## config.mk

```make
export PLATFORM = sky130hd
export DESIGN_NAME = vlib_psum_accumulator_flat
export DESIGN_NICKNAME = d
export VERILOG_FILES = /design/src/rtl/vlib_psum_accumulator_if.sv /design/src/rtl/vlib_psum_accumulator.sv /design/src/flat_wrapper.sv
export SDC_FILE = /design/constraint.sdc
export NUM_CORES = 1
export LEC_CHECK = 0
export CORE_MARGIN = 4
export CORE_UTILIZATION = 36
export DETAILED_ROUTE_END_ITERATION = 12
export HOLD_SLACK_MARGIN = 0.06
export PLACE_DENSITY_LB_ADDON = 0.05
export SLEW_MARGIN = 20
export SYNTH_ARGS = -nofsm -noshare
export SYNTH_HDL_FRONTEND = slang
export SYNTH_SLANG_ARGS = --single-unit
```

## constraint.sdc

```tcl
create_clock -name clk -period 3.6 [get_ports clk]
set_clock_uncertainty 0.05 [all_clocks]
set_input_delay 0.72 -clock clk [delete_from_list [all_inputs] [get_ports clk]]
set_output_delay 0.72 -clock clk [all_outputs]
set_load 0.02 [all_outputs]
```

## src/rtl/vlib_psum_accumulator_if.sv

```systemverilog
// rtl/vlib_psum_accumulator_if.sv - tree-result input, config and result handshake bundle
interface vlib_psum_accumulator_if #(
    parameter int IN_WIDTH  = 11,
    parameter int ACC_WIDTH = 24,
    parameter int GRP_WIDTH = 8
);
    logic                        clear;
    logic [GRP_WIDTH-1:0]        cfg_groups;
    logic                        valid_in;
    logic                        ready_in;
    logic signed [IN_WIDTH-1:0]  in;
    logic                        valid_out;
    logic                        ready_out;
    logic signed [ACC_WIDTH-1:0] res;
    logic                        ovf;
    logic [GRP_WIDTH-1:0]        grp_cnt;

    modport master (
        output clear, cfg_groups, valid_in, in, ready_out,
        input  ready_in, valid_out, res, ovf, grp_cnt
    );

    modport slave (
        input  clear, cfg_groups, valid_in, in, ready_out,
        output ready_in, valid_out, res, ovf, grp_cnt
    );
endinterface

```

## src/rtl/vlib_psum_accumulator.sv

```systemverilog
// rtl/vlib_psum_accumulator.sv - accumulates adder-tree sums over a programmable number of channel groups
module vlib_psum_accumulator #(
    parameter int IN_WIDTH  = 11,
    parameter int ACC_WIDTH = 24,
    parameter int GRP_WIDTH = 8,
    parameter bit SATURATE  = 1'b1
) (
    input logic clk,
    input logic rst,
    vlib_psum_accumulator_if.slave bus
);
    localparam int SW = ACC_WIDTH + 1;
    localparam logic signed [ACC_WIDTH-1:0] ACC_MAX = {1'b0, {(ACC_WIDTH-1){1'b1}}};
    localparam logic signed [ACC_WIDTH-1:0] ACC_MIN = {1'b1, {(ACC_WIDTH-1){1'b0}}};

    typedef enum logic {IDLE, ACCUM} state_t;

    state_t                      state;
    state_t                      state_next;
    logic signed [ACC_WIDTH-1:0] acc;
    logic signed [ACC_WIDTH-1:0] res;
    logic signed [ACC_WIDTH-1:0] sum_fit;
    logic signed [SW-1:0]        addend;
    logic signed [SW-1:0]        base;
    logic signed [SW-1:0]        sum;
    logic [GRP_WIDTH-1:0]        grp_cnt;
    logic [GRP_WIDTH-1:0]        grp_lim;
    logic [GRP_WIDTH-1:0]        cfg_lim;
    logic [GRP_WIDTH-1:0]        grp_inc;
    logic                        sticky;
    logic                        sticky_in;
    logic                        valid_out;
    logic                        ovf;
    logic                        ready_in;
    logic                        accept;
    logic                        last;
    logic                        ovf_now;
    logic                        load;

    assign ready_in  = !(valid_out && !bus.ready_out);
    assign accept    = bus.valid_in && ready_in;
    assign cfg_lim   = (bus.cfg_groups == '0) ? GRP_WIDTH'(1) : bus.cfg_groups;
    assign grp_inc   = grp_cnt + GRP_WIDTH'(1);

    // The first beat of an accumulation starts from zero, so a stale acc never leaks in.
    assign addend    = SW'(bus.in);
    assign base      = (state == ACCUM) ? SW'(acc) : '0;
    assign sum       = base + addend;
    assign ovf_now   = sum[SW-1] ^ sum[SW-2];
    assign sticky_in = (state == ACCUM) && sticky;

    always_comb begin
        sum_fit = sum[ACC_WIDTH-1:0];
        if (ovf_now && SATURATE) begin
            sum_fit = sum[SW-1] ? ACC_MIN : ACC_MAX;
        end
    end

    assign last = (state == IDLE) ? (cfg_lim == GRP_WIDTH'(1)) : (grp_inc == grp_lim);
    assign load = accept && last && !bus.clear;

    always_ff @(posedge clk or posedge rst) begin
        if (rst) begin
            state <= IDLE;
        end else begin
            state <= state_next;
        end
    end

    always_comb begin
        state_next = state;
        if (bus.clear) begin
            state_next = IDLE;
        end else if (accept) begin
            state_next = last ? IDLE : ACCUM;
        end
    end

    always_ff @(posedge clk or posedge rst) begin
        if (rst) begin
            acc     <= '0;
            grp_cnt <= '0;
            grp_lim <= GRP_WIDTH'(1);
            sticky  <= 1'b0;
        end else if (bus.clear) begin
            acc     <= '0;
            grp_cnt <= '0;
            sticky  <= 1'b0;
        end else if (accept) begin
            if (state == IDLE) begin
                grp_lim <= cfg_lim;
            end
            acc     <= last ? '0 : sum_fit;
            sticky  <= last ? 1'b0 : (sticky_in | ovf_now);
            grp_cnt <= last ? '0 : grp_inc;
        end
    end

    // A new result may load in the same cycle the previous one drains.
    always_ff @(posedge clk or posedge rst) begin
        if (rst) begin
            valid_out <= 1'b0;
            res       <= '0;
            ovf       <= 1'b0;
        end else if (load) begin
            valid_out <= 1'b1;
            res       <= sum_fit;
            ovf       <= sticky_in | ovf_now;
        end else if (bus.ready_out) begin
            valid_out <= 1'b0;
        end
    end

    assign bus.ready_in  = ready_in;
    assign bus.valid_out = valid_out;
    assign bus.res       = res;
    assign bus.ovf       = ovf;
    assign bus.grp_cnt   = grp_cnt;
endmodule

```

## src/flat_wrapper.sv

```systemverilog
// flat-port wrapper written by rule: the top's interface ports become plain ports
module vlib_psum_accumulator_flat 
#(
    parameter int IN_WIDTH  = 11,
    parameter int ACC_WIDTH = 24,
    parameter int GRP_WIDTH = 8,
    parameter bit SATURATE  = 1'b1
)
  (clk, rst, bus_clear, bus_cfg_groups, bus_valid_in, bus_in, bus_ready_out, bus_ready_in, bus_valid_out, bus_res, bus_ovf, bus_grp_cnt);
  vlib_psum_accumulator_if #(.IN_WIDTH(IN_WIDTH), .ACC_WIDTH(ACC_WIDTH), .GRP_WIDTH(GRP_WIDTH)) bus_i ();
  input logic clk;
  input logic rst;
  input wire logic [$bits(bus_i.clear)-1:0] bus_clear;
  input wire logic [$bits(bus_i.cfg_groups)-1:0] bus_cfg_groups;
  input wire logic [$bits(bus_i.valid_in)-1:0] bus_valid_in;
  input wire logic [$bits(bus_i.in)-1:0] bus_in;
  input wire logic [$bits(bus_i.ready_out)-1:0] bus_ready_out;
  output wire logic [$bits(bus_i.ready_in)-1:0] bus_ready_in;
  output wire logic [$bits(bus_i.valid_out)-1:0] bus_valid_out;
  output wire logic [$bits(bus_i.res)-1:0] bus_res;
  output wire logic [$bits(bus_i.ovf)-1:0] bus_ovf;
  output wire logic [$bits(bus_i.grp_cnt)-1:0] bus_grp_cnt;
  assign bus_i.clear = bus_clear;
  assign bus_i.cfg_groups = bus_cfg_groups;
  assign bus_i.valid_in = bus_valid_in;
  assign bus_i.in = bus_in;
  assign bus_i.ready_out = bus_ready_out;
  assign bus_ready_in = bus_i.ready_in;
  assign bus_valid_out = bus_i.valid_out;
  assign bus_res = bus_i.res;
  assign bus_ovf = bus_i.ovf;
  assign bus_grp_cnt = bus_i.grp_cnt;
  vlib_psum_accumulator #(.IN_WIDTH(IN_WIDTH), .ACC_WIDTH(ACC_WIDTH), .GRP_WIDTH(GRP_WIDTH), .SATURATE(SATURATE)) u_core (.clk(clk), .rst(rst), .bus(bus_i));
endmodule
```

; ---- Word-level counts from Yosys, hierarchy flattened
; Index checks and enable logic that the tools add are counted.
[word_totals]
reg_bits = 68
input_bits = 24
out_inout_bits = 35
elab_cells = 47
[classes]
n_addsub = 2
n_eq_ne = 2
mux = 19
n_bitwise = 4
n_reduce_logical = 12
[ops]
columns = operator, count
row1 = 24-bit 2-to-1 mux, 5
row2 = 8-bit 2-to-1 mux, 4
row3 = 25-bit by 11-bit adder with 25-bit output, 1
row4 = 25-bit 2-to-1 mux, 1
row5 = 1-bit 2-to-1 mux, 9
row6 = "8-bit by 1-bit adder with 8-bit output, second input constant", 1
row7 = "8-bit by 1-bit equality test with 1-bit output, second input constant", 1
row8 = 8-bit equality test, 1
row9 = 8-bit logical NOT, 1
row10 = 1-bit logical AND, 5
row11 = 2-bit nonzero test, 2
row12 = 1-bit logical NOT, 3
row13 = 3-bit AND reduction, 1
row14 = 1-bit NOT, 2
row15 = 1-bit bitwise OR, 1
row16 = 1-bit bitwise XOR, 1

; ---- Logic depth before layout (Yosys ltp)
; Gate-level depths: netlist of run 1.
[logic_depth]
ltp_word = 7
mapped_depth = 14
ltp_nobuf = 11

; ---- Least setup slack after synthesis of run 1
; No wires, ideal clock.
[synth_timing]
path_type = in2reg
startpoint = in bus_in[0]
endpoint = reg u_core.res[11] (netlist: u_core.bus.res[11])
setup_time_ps = 137
arrival_ps = 3223
t_required_ps = 3413
path_slack_ps = 191
path_stages = 11
path_buffers = 1
cell_sequence = ha_1 > fa_1 > a211o_1 > a211o_1 > nand4_2 > a21oi_2 > or3b_4 > mux2_4 > buf_12 > a21oi_4 > a21oi_2
[synth_between]
elab_chain_len = 3
elab_cells_between_ends = 4
classes_between = 1 x add/sub / 2 x mux / 1 x bitwise
[synth_rtl]
columns = element, line
row1 = "start, declared", flat_wrapper.sv:16  ; input wire logic [$bits(bus_i.in)-1:0] bus_in;
row2 = 25-bit by 11-bit adder with 25-bit output (*), vlib_psum_accumulator.sv:48  ; assign sum = base + addend;
row3 = 24-bit 2-to-1 mux / 1-bit bitwise XOR (equally long branches), "vlib_psum_accumulator.sv:55, vlib_psum_accumulator.sv:49"
row4 = 24-bit 2-to-1 mux (*), vlib_psum_accumulator.sv:54  ; if (ovf_now && SATURATE) begin
row5 = "end signal, assigned", vlib_psum_accumulator.sv:107  ; res <= sum_fit;
row6 = "end, declared", vlib_psum_accumulator.sv:21  ; logic signed [ACC_WIDTH-1:0] res;
; Every way passes the cells marked *; elsewhere a longest branch is shown, timed or not.
; A chain may end at the register's enable or synchronous reset.

; ---- Worst setup path in the final report of run 1
[layout_timing]
startpoint = in bus_in[0]
endpoint = reg u_core.res[12] (netlist: u_core.bus.res[12])
; Same word-level chain as after synthesis.

==> results of run 1 <==
==> per-stage QoR <==
stage               setup TNS (ns)  cells  power, mW   util  cell area (µm²)
global route                     0    767       2.59  0.489             5920
detailed placement          -16.61    745       1.65  0.460             5570
floorplan                        0    490       1.36      -             4480
CTS                         -0.142    761       2.48  0.482             5840
finish                           0    767       2.45  0.489             5920
global placement            -12.97    745       1.65  0.460             5570
==> final timing paths <==
kind / end / cells past startpoint / slack [ns] / start
min in group asynchronous: u_core.grp_lim[1]$_DFFE_PP0P_ / 3 / 0.93 / rst
max in group asynchronous: u_core.acc[11]$_DFFE_PP0P_ / 3 / 2.00 / rst
max reg2reg: u_core.bus.res[12]$_DFFE_PP0P_ / 13 / 0.30 / u_core.state$_DFFE_PP0P_
min: u_core.acc[7]$_DFFE_PP0P_ / 2 / 0.42 / u_core.acc[7]$_DFFE_PP0P_
min reg2reg: u_core.acc[7]$_DFFE_PP0P_ / 2 / 0.42 / u_core.acc[7]$_DFFE_PP0P_
max: u_core.bus.res[12]$_DFFE_PP0P_ / 12 / 0.09 / bus_in[0]
==> area by class of cell <==
type,count,area [µm²],area share
multi-input cells,392,2670,0.451
flip-flops and latches,68,1700,0.288
repair buffers,114,1040,0.175
clock buffers,13,250,0.0423
well taps,168,210,0.0355
inverters,9,33.8,0.00570
clock inverters,3,15.0,0.00254
==> state kept, by name, summed over array words and instances, names as in the netlist <==
signal                count
u_core.acc               24
u_core.bus.res           24
u_core.bus.grp_cnt        8
u_core.grp_lim            8
u_core.bus.ovf            1
u_core.bus.valid_out      1
u_core.state              1
u_core.sticky             1
==> layout by cell type, fill, tap and decap left out, types with 5 or more instances in the layout <==
cell type        count
xnor2_1             20
nor2b_1              6
o21ai_0             38
a21o_1               6
and2_1              27
xor2_1               8
dfrtp_1             67
clkbuf_16            9
nand3_1              5
and3_1               6
o2bb2ai_1            7
nand2_1             56
a21oi_1             49
inv_1                8
buf_4               53
a31oi_1              8
nor2_1              36
ha_1                25
clkdlybuf4s50_1     58
a21oi_2             12
o21ai_2              7
mux2_2               5
a21oi_4              7
==> worst max-delay path, cell delays in order <==
cell             delay, ns
clkdlybuf4s50_1       0.41
ha_1                  0.23
fa_2                  0.35
a211o_1               0.29
a211o_1               0.31
nand4_2               0.13
a21oi_2               0.08
or3b_4                0.43
mux2_4                0.35
buf_12                0.16
a21oi_4               0.15
a21oi_2               0.07
==> cell families (layout without fill, tap and decap cells) <==
kind of cell,count (synthesis),after routing,share of synthesized area
AOI/OAI and AO/OA,173,173,0.263
xor gates and xnor gates,29,29,0.0598
adders and majority gates,26,26,0.0743
buffers and inverters,31,139,0.0338
DFF,68,68,0.380
muxes,8,9,0.0232
and+or+nand+nor,155,155,0.166
==> power by group <==
group,switching [mW],leakage (nW),internal (mW)
Clock,0.323,0.133,0.482
Combinational,0.363,1.62,0.346
Sequential,0.0660,0.901,0.867
==> layer usage <==
metal | vias up | routed length, µm
li1 | 1960 | -
met1 | 1909 | 5930
met2 | 57 | 5660
met3 | 14 | 369
met4 | 0 | 170
met5 | - | 0
==> repair_timing <==
| action | in CTS | in global routing |
|---|---|---|
| gates resized for setup | 2 | 4 |
| pin swaps | 0 | 1 |
| gates cloned | 0 | 1 |
| hold buffers | 0 | 0 |
| setup buffers | 0 | 5 |
| setup endpoints to repair | 20 | 46 |
==> flow_metrics.tcl, run 1 <==
set metrics [dict create \
    pin_count 59 \
    synth_seq_cells 68 \
    grtUsageMet2 0.282 \
    grt_use_met3 0.0471 \
    cts_sinks 68 \
    antenna_found_initial 0 \
    place.gp.congestion 0.874 \
    grt_pass1_wl_mm 20.1 \
    yosys_warnings 0 \
    synth.net_count 540 \
    slew_headroom 0.401 \
    yosysTopAreaCellShare 0.374 \
    drc_errors 0 \
    clock_latency_ns 0.34 \
    synth.distinct_cells 63 \
    cp_data_required_time_ns 3.76 \
    leakage_nw 2.65 \
    setup_violations 0 \
    peakVddDrop_uv 256 \
    htreeDepth 3 \
    p_per_area_nw_per_um2 413 \
    drtIter0Drc 225 \
    cts_buffers 9 \
    clkTransAtPathRegs_ns 0.06 \
    pre_cts_ws_ns -0.414 \
    hold_class "reg2reg" \
    vias 3940 \
    whs_ns 0.420 \
    die_y_um 120 \
    crit_path_start_kind "primary input" \
    path_max_fanout 8 \
    drv_cap 0 \
    clock_path_buffers 2 \
    wire_per_inst_um 15.8 \
    gr-total-overflow 0 \
    synth_area_leaders "dfrtp_1 (37%), ha_1 (7.0%), a21oi_1 (5.6%)" \
    dieWidth_um 120 \
    ant_nets 0 \
    grt.total_usage 0.174 \
    coreArea_um2 12100 \
    grt_max_degree 69 \
    synth_area_um2 4480 \
    synthArstFlopShare 1.00 \
    numPortBuffers 58 \
    nets 644 \
    synth_ff_type "dfrtp_1" \
    criticalPathCategory "in2reg" \
    final_max_slew_viol_count 0 \
    areaGrowthSynthToFinish_pct 32.2 \
    first_pass_iters 4 \
    grt_pass1_vias 4046 \
    worst_setup_path_end_kind "register" \
    outcome "complete, no violations" \
    tightestPinTransition_ns 0.899 \
    busiest_layer "met2" \
    hpwl_mm 8.81 \
    use_met1 0.234 \
    synth_common_cells "dfrtp_1 (67), nand2_1 (57), a21oi_1 (50)" \
    final_layout_size_suffix_gt1_frac 0.194 \
    routed_wl_mm 12.1 \
    yosysMostFrequentCell "dfrtp_1" \
    synth_largest_area_cell "dfrtp_1" \
    antenna_cells 0 \
    fillerInstances 1204 \
    fin_crit_sh 0.976 \
    viasPerCell 5.14 \
    netlist_instances 490 \
    worst_slack_ns 0.0852 \
    synth_edf_count 0 \
    fin_crit_ns 3.51 \
    avgSynthCellArea_um2 9.14 \
    hold_viol_final 0 \
    rsz0062_at_grt "no" \
    dieArea_um2 14300 \
    clockRootBuffer "clkbuf_16" \
    arrival_ns 3.68 \
    fmax_mhz 285 \
    cts_tree "built" \
    rows 40 \
    start_util 0.370 \
    yosysSeqAreaShare 0.380 \
]
(Power assumes the default switching activity.)
==> run 2: changes to the inputs <==
Settings changed: CTS_BUF_LIST from default to sky130_fd_sc_hd__clkbuf_4 sky130_fd_sc_hd__clkbuf_8 sky130_fd_sc_hd__clkbuf_16.
Clock period 3.6 ns to 2.9 ns, I/O delays scaled along.
==> run 2 against run 1 <==
The flow now finishes with violations (negative setup slack). First-iteration DRC count down 5.3%. Worst setup slack worse by 0.26 ns. Wire length up 1.2%. Non-clock buffer count up 32. Sequential share of layout area down 2.1 points. Count of clock-buffer cells in the layout down 2. Final cell count up 4.3%. Worst hold slack about the same. Largest cell class unchanged.
==> flow_metrics.tcl, run 2 (same netlist as run 1, synthesis figures left out) <==
set metrics [dict create \
    areaGrowthSynthToFinish_pct 42.7 \
    met3WireLength_um 355 \
    nets 677 \
    ctsHoldBuffers 0 \
    place.gp.congestion 0.857 \
    fin_crit_ns 3.08 \
    cp_data_required_time_ns 3.07 \
    ant_nets 0 \
    clock_latency_ns 0.34 \
    wire_per_inst_um 15.4 \
    crit_slowest_cell "or3b_4" \
    clock_path_buffers 2 \
    critPathMostFrequentCell "a211o_1" \
    cts_tree "built" \
    numPortBuffers 58 \
    clkTransAtPathRegs_ns 0.05 \
    antenna_found_initial 0 \
    vias 3996 \
    hold_class "reg2reg" \
    final_common_cell "buf_4" \
    criticalPathCategory "reg2reg" \
    first_pass_iters 4 \
    cts_buffers 9 \
    whs_ns 0.420 \
    arrival_ns 3.25 \
    htreeDepth 3 \
    final_cell_mix "buf_4 (80), dfrtp_1 (67), clkdlybuf4s50_1 (56)" \
    grt_pass1_wl_mm 21.2 \
    tightestPinTransition_ns 0.411 \
    path_delay_family "compound AO/OA/AOI/OAI gates" \
    p_per_area_nw_per_um2 500 \
    hpwl_mm 8.71 \
    start_util 0.370 \
    worst_setup_path_end_kind "register" \
    pin_count 59 \
    gr-total-overflow 0 \
    failed_checks "negative setup slack" \
    outcome "complete, but fails checks" \
    final_layout_size_suffix_gt1_frac 0.275 \
    rsz0062_at_grt "yes" \
    biggestRegsByFlops "u_core.acc x24, u_core.bus.res x24" \
    die_y_um 120 \
    clockRootBuffer "clkbuf_16" \
    path_max_fanout 4 \
    worst_slack_ns -0.179 \
    grt.total_usage 0.183 \
    rows 40 \
    wl_met1_mm 5.81 \
    routed_wl_mm 12.3 \
    drv_cap 0 \
    viasPerCell 5.00 \
    drc_errors 0 \
    setup_violations 48 \
    dieArea_um2 14300 \
    grt_pass1_vias 4255 \
    cts_sinks 68 \
    drtIter0Drc 213 \
    dieWidth_um 120 \
    peakVddDrop_uv 504 \
    final_max_slew_viol_count 0 \
    path_cells "buf_4 -> and2_4 -> fa_2 -> a211o_1 -> a211o_1 -> nand4_2 -> a21oi_2 -> or3b_4 -> buf_6 -> mux2i_4 -> nor2_2 -> a221o_1" \
    grt_max_degree 69 \
    coreArea_um2 12100 \
    slew_headroom 0.719 \
    hold_viol_final 0 \
    crit_path_start_kind "register" \
    fmax_mhz 325 \
    antenna_cells 0 \
    crit_buf_inv 2 \
    highest_layer "met4" \
    leakage_nw 2.84 \
    fin_crit_sh 1.06 \
    pre_cts_ws_ns -0.913 \
    route.met2.wl_mm 5.86 \
    max_stage_delay_ns 0.41 \
]
run 2: worst min-delay path, stage by stage, from the launching register on:
cell and delay (ns):
dfrtp_1 0.33, nand2_1 0.06, o21ai_2 0.05
run 2: final timing paths:
path                                       startpoint                             to  slack (ns)  cells past startpoint
max in group asynchronous                         rst  u_core.grp_lim[0]$_DFFE_PP1P_        1.89                      3
max                          u_core.state$_DFFE_PP0P_     u_core.acc[13]$_DFFE_PP0P_       -0.18                     12
min                        u_core.acc[14]$_DFFE_PP0P_     u_core.acc[14]$_DFFE_PP0P_        0.42                      2
min reg2reg                u_core.acc[14]$_DFFE_PP0P_     u_core.acc[14]$_DFFE_PP0P_        0.42                      2
max reg2reg                  u_core.state$_DFFE_PP0P_     u_core.acc[13]$_DFFE_PP0P_       -0.18                     12
min in group asynchronous                         rst  u_core.grp_lim[3]$_DFFE_PP0P_        0.60                      3
run 2: layout make-up:
cell class | count | area (µm²)
Tap cell | 168 | 210
Clock inverter | 5 | 52.6
Timing Repair Buffer | 146 | 1320
Clock buffer | 11 | 240
Inverter | 9 | 33.8
Multi-Input combinational cell | 393 | 2840
Sequential cell | 68 | 1700
Fill cell | 1171 | 5720
run 2: timing repair:
action	CTS	global route
buffers inserted	4	2
resized for setup	39	8
cloned	2	0
pin swaps	15	3
endpoints found under the setup margin	49	50
run 2: stage by stage:
stage | utilization | power [mW] | setup TNS [ns] | cell area (µm²) | cells
global route | 0.528 | 3.38 | -13.90 | 6390 | 800
global placement | 0.485 | 2.08 | -36.77 | 5880 | 776
finish | 0.528 | 3.20 | -6.19 | 6390 | 800
CTS | 0.523 | 3.22 | -9.25 | 6340 | 798
floorplan | - | 1.69 | -11.72 | 4520 | 490
detailed placement | 0.485 | 2.09 | -40.59 | 5880 | 776
run 2: routing by layer:
layer  up-vias  track usage
met5         -            0
met4         0       0.0644
met3        15       0.0325
met2        55        0.302
met1      1886        0.242
li1       2040            -
run 2: report_power, final:
| group | switching [mW] | internal [mW] | total (mW) |
|---|---|---|---|
| clock network | 0.402 | 0.680 | 1.08 |
| logic | 0.479 | 0.486 | 0.965 |
| registers | 0.0723 | 1.08 | 1.15 |
| total | 0.954 | 2.24 | 3.20 |
==> run 3: changes to the inputs <==
Settings changed: CTS_BUF_LIST sky130_fd_sc_hd__clkbuf_4 sky130_fd_sc_hd__clkbuf_8 sky130_fd_sc_hd__clkbuf_16 to sky130_fd_sc_hd__clkbuf_8 sky130_fd_sc_hd__clkbuf_16.
==> run 3 against run 2 <==
The run still ends with negative setup slack left. Clock power about the same. Non-clock buffer count unchanged. Sequential power about the same. First-iteration DRC count decreased by 8.5%. Critical path depth unchanged. Design area decreased by 0.12%. Worst setup slack got worse by 0.012 ns. Largest cell class unchanged. Highest routed layer unchanged.
==> flow_metrics.tcl, run 3 (same netlist as run 1, synthesis figures left out) <==
set metrics [dict create \
    gr-total-overflow 0 \
    routed_wl_mm 12.3 \
    pre_cts_ws_ns -0.913 \
    crit_slowest_cell "clkdlybuf4s50_1" \
    antenna_cells 0 \
    rsz0062_at_grt "yes" \
    multiInputGateArea_um2 2840 \
    hold_viol_final 0 \
    coreArea_um2 12100 \
    grt_pass1_wl_mm 21.2 \
    p_total_mw 3.17 \
    final_max_slew_viol_count 0 \
    hold_depth 2 \
    cts_buffers 9 \
    ctsHoldBuffers 0 \
    seq_area_um2 1700 \
    reg2reg_from "u_core.state$_DFFE_PP0P_" \
    grt_pass1_vias 4255 \
    final_cell_mix "buf_4 (80), dfrtp_1 (67), clkdlybuf4s50_1 (56)" \
    outcome "complete, but fails checks" \
    fmax_mhz 324 \
    worst_setup_path_end_kind "register" \
    drtIter0Drc 195 \
    fin_setup_tns_ns -6.63 \
    place.gp.congestion 0.857 \
    leakage_nw 2.85 \
    crit_path_start_kind "primary input" \
    htreeDepth 3 \
    clock_latency_ns 0.34 \
    antenna_found_initial 0 \
    tightestPinTransition_ns 0.421 \
    start_util 0.370 \
    drc_errors 0 \
    whs_endpoint "u_core.acc[14]$_DFFE_PP0P_" \
    path_max_fanout 14 \
    clock_path_buffers 2 \
    cp.depth 12 \
    drv_cap 0 \
    die_y_um 120 \
    fin_crit_sh 1.07 \
    cts_sinks 68 \
    viasPerCell 5.00 \
    cp_data_required_time_ns 3.07 \
    path_cells "clkdlybuf4s50_1 -> buf_12 -> ha_2 -> a21oi_1 -> o21ai_0 -> o21ai_1 -> nand2_1 -> or3b_4 -> buf_6 -> mux2i_4 -> nor2_2 -> a221o_1" \
    ant_nets 0 \
    rows 40 \
    hold_class "reg2reg" \
    final_common_cell "buf_4" \
    peakVddDrop_uv 504 \
    arrival_ns 3.26 \
    reg2reg_setup_slack_ns -0.18 \
    whs_ns 0.420 \
    timing.rr.end "u_core.acc[13]$_DFFE_PP0P_" \
    biggestRegsByFlops "u_core.acc x24, u_core.bus.res x24" \
    fillerInstances 1174 \
    criticalPathCategory "in2reg" \
    hpwl_mm 8.71 \
    numPortBuffers 58 \
    crit_buf_inv 3 \
    vias 4002 \
    dieWidth_um 120 \
    first_pass_iters 4 \
    clockRootBuffer "clkbuf_16" \
    dieArea_um2 14300 \
    pin_count 59 \
    wire_per_inst_um 15.4 \
    grt_max_degree 69 \
    fin_crit_ns 3.09 \
    worst_slack_ns -0.191 \
    final_layout_size_suffix_gt1_frac 0.272 \
    slew_headroom 0.712 \
    setup_violations 48 \
    nets 677 \
    max_stage_delay_ns 0.50 \
    ff2ff_path_depth 12 \
    hold_path_startpoint "u_core.acc[14]$_DFFE_PP0P_" \
    grt.total_usage 0.183 \
    areaGrowthSynthToFinish_pct 42.5 \
    path_delay_family "buffers and inverters" \
    cts_tree "built" \
    post-route-util 0.527 \
    clkTransAtPathRegs_ns 0.05 \
    p_per_area_nw_per_um2 496 \
    failed_checks "negative setup slack" \
]
## run 3: cell count changes in the layout (fill, tap and decap cells not counted)
cell,before,now
o21ai_1,15,14
clkbuf_4,2,0
inv_1,8,10
o21ai_0,27,28
## run 3: worst max-delay path by stage
stage | from | to | slack (ns)
finish | bus_in[10] | u_core.acc[13]$_DFFE_PP0P_ | -0.19
global route | u_core.state$_DFFE_PP0P_ | u_core.acc[21]$_DFFE_PP0P_ | -0.34
CTS | u_core.state$_DFFE_PP0P_ | u_core.bus.res[14]$_DFFE_PP0P_ | -0.25
detailed placement | bus_in[0] | u_core.bus.res[17]$_DFFE_PP0P_ | -0.91
global placement | bus_in[0] | u_core.bus.res[18]$_DFFE_PP0P_ | -0.80
floorplan | u_core.state$_DFFE_PP0P_ | u_core.bus.res[11]$_DFFE_PP0P_ | -0.36
## run 3: through the flow
step	cells	cell area (µm²)
finish	800	6380
global route	800	6380
CTS	798	6330
detailed placement	776	5880
global placement	776	5880
floorplan	490	4520
## run 3: routing by layer
layer / part of all wire / GRT usage / routed length [µm] / up-vias
met3: 0.030 / 0.0325 / 373 / 15
met2: 0.47 / 0.302 / 5830 / 60
li1: - / - / - / 2042
met4: 0.021 / 0.0644 / 253 / 0
met1: 0.47 / 0.242 / 5830 / 1885
met5: 0 / 0 / 0 / -
## run 3: tightest hold or removal path, delay by kind of cell, from the launching register on
| kind | cells | cell delay (ns) |
|---|---|---|
| AOI/OAI and AO/OA | 1 | 0.05 |
| and+or+nand+nor | 1 | 0.06 |
| DFF | 1 | 0.33 |
## run 3: final cells by class
| class | count | area share |
|---|---|---|
| Sequential cell | 68 | 0.267 |
| Timing Repair Buffer | 146 | 0.206 |
| Multi-Input combinational cell | 393 | 0.444 |
| Clock buffer | 9 | 0.0353 |
| Clock inverter | 7 | 0.00941 |
| Inverter | 9 | 0.00529 |
| Tap cell | 168 | 0.0329 |
## run 3: where the power goes
part	switching [mW]	leakage, nW	internal (mW)
clock network	0.401	0.148	0.654
logic	0.480	1.80	0.486
registers	0.0725	0.901	1.08
## run 3: what timing repair did
action / CTS / global route
setup endpoints to repair: 49 / 50
pin swaps: 15 / 3
gates cloned: 2 / 0
buffers inserted: 4 / 2
hold endpoints to repair: 0 / 0
resized for setup: 39 / 7
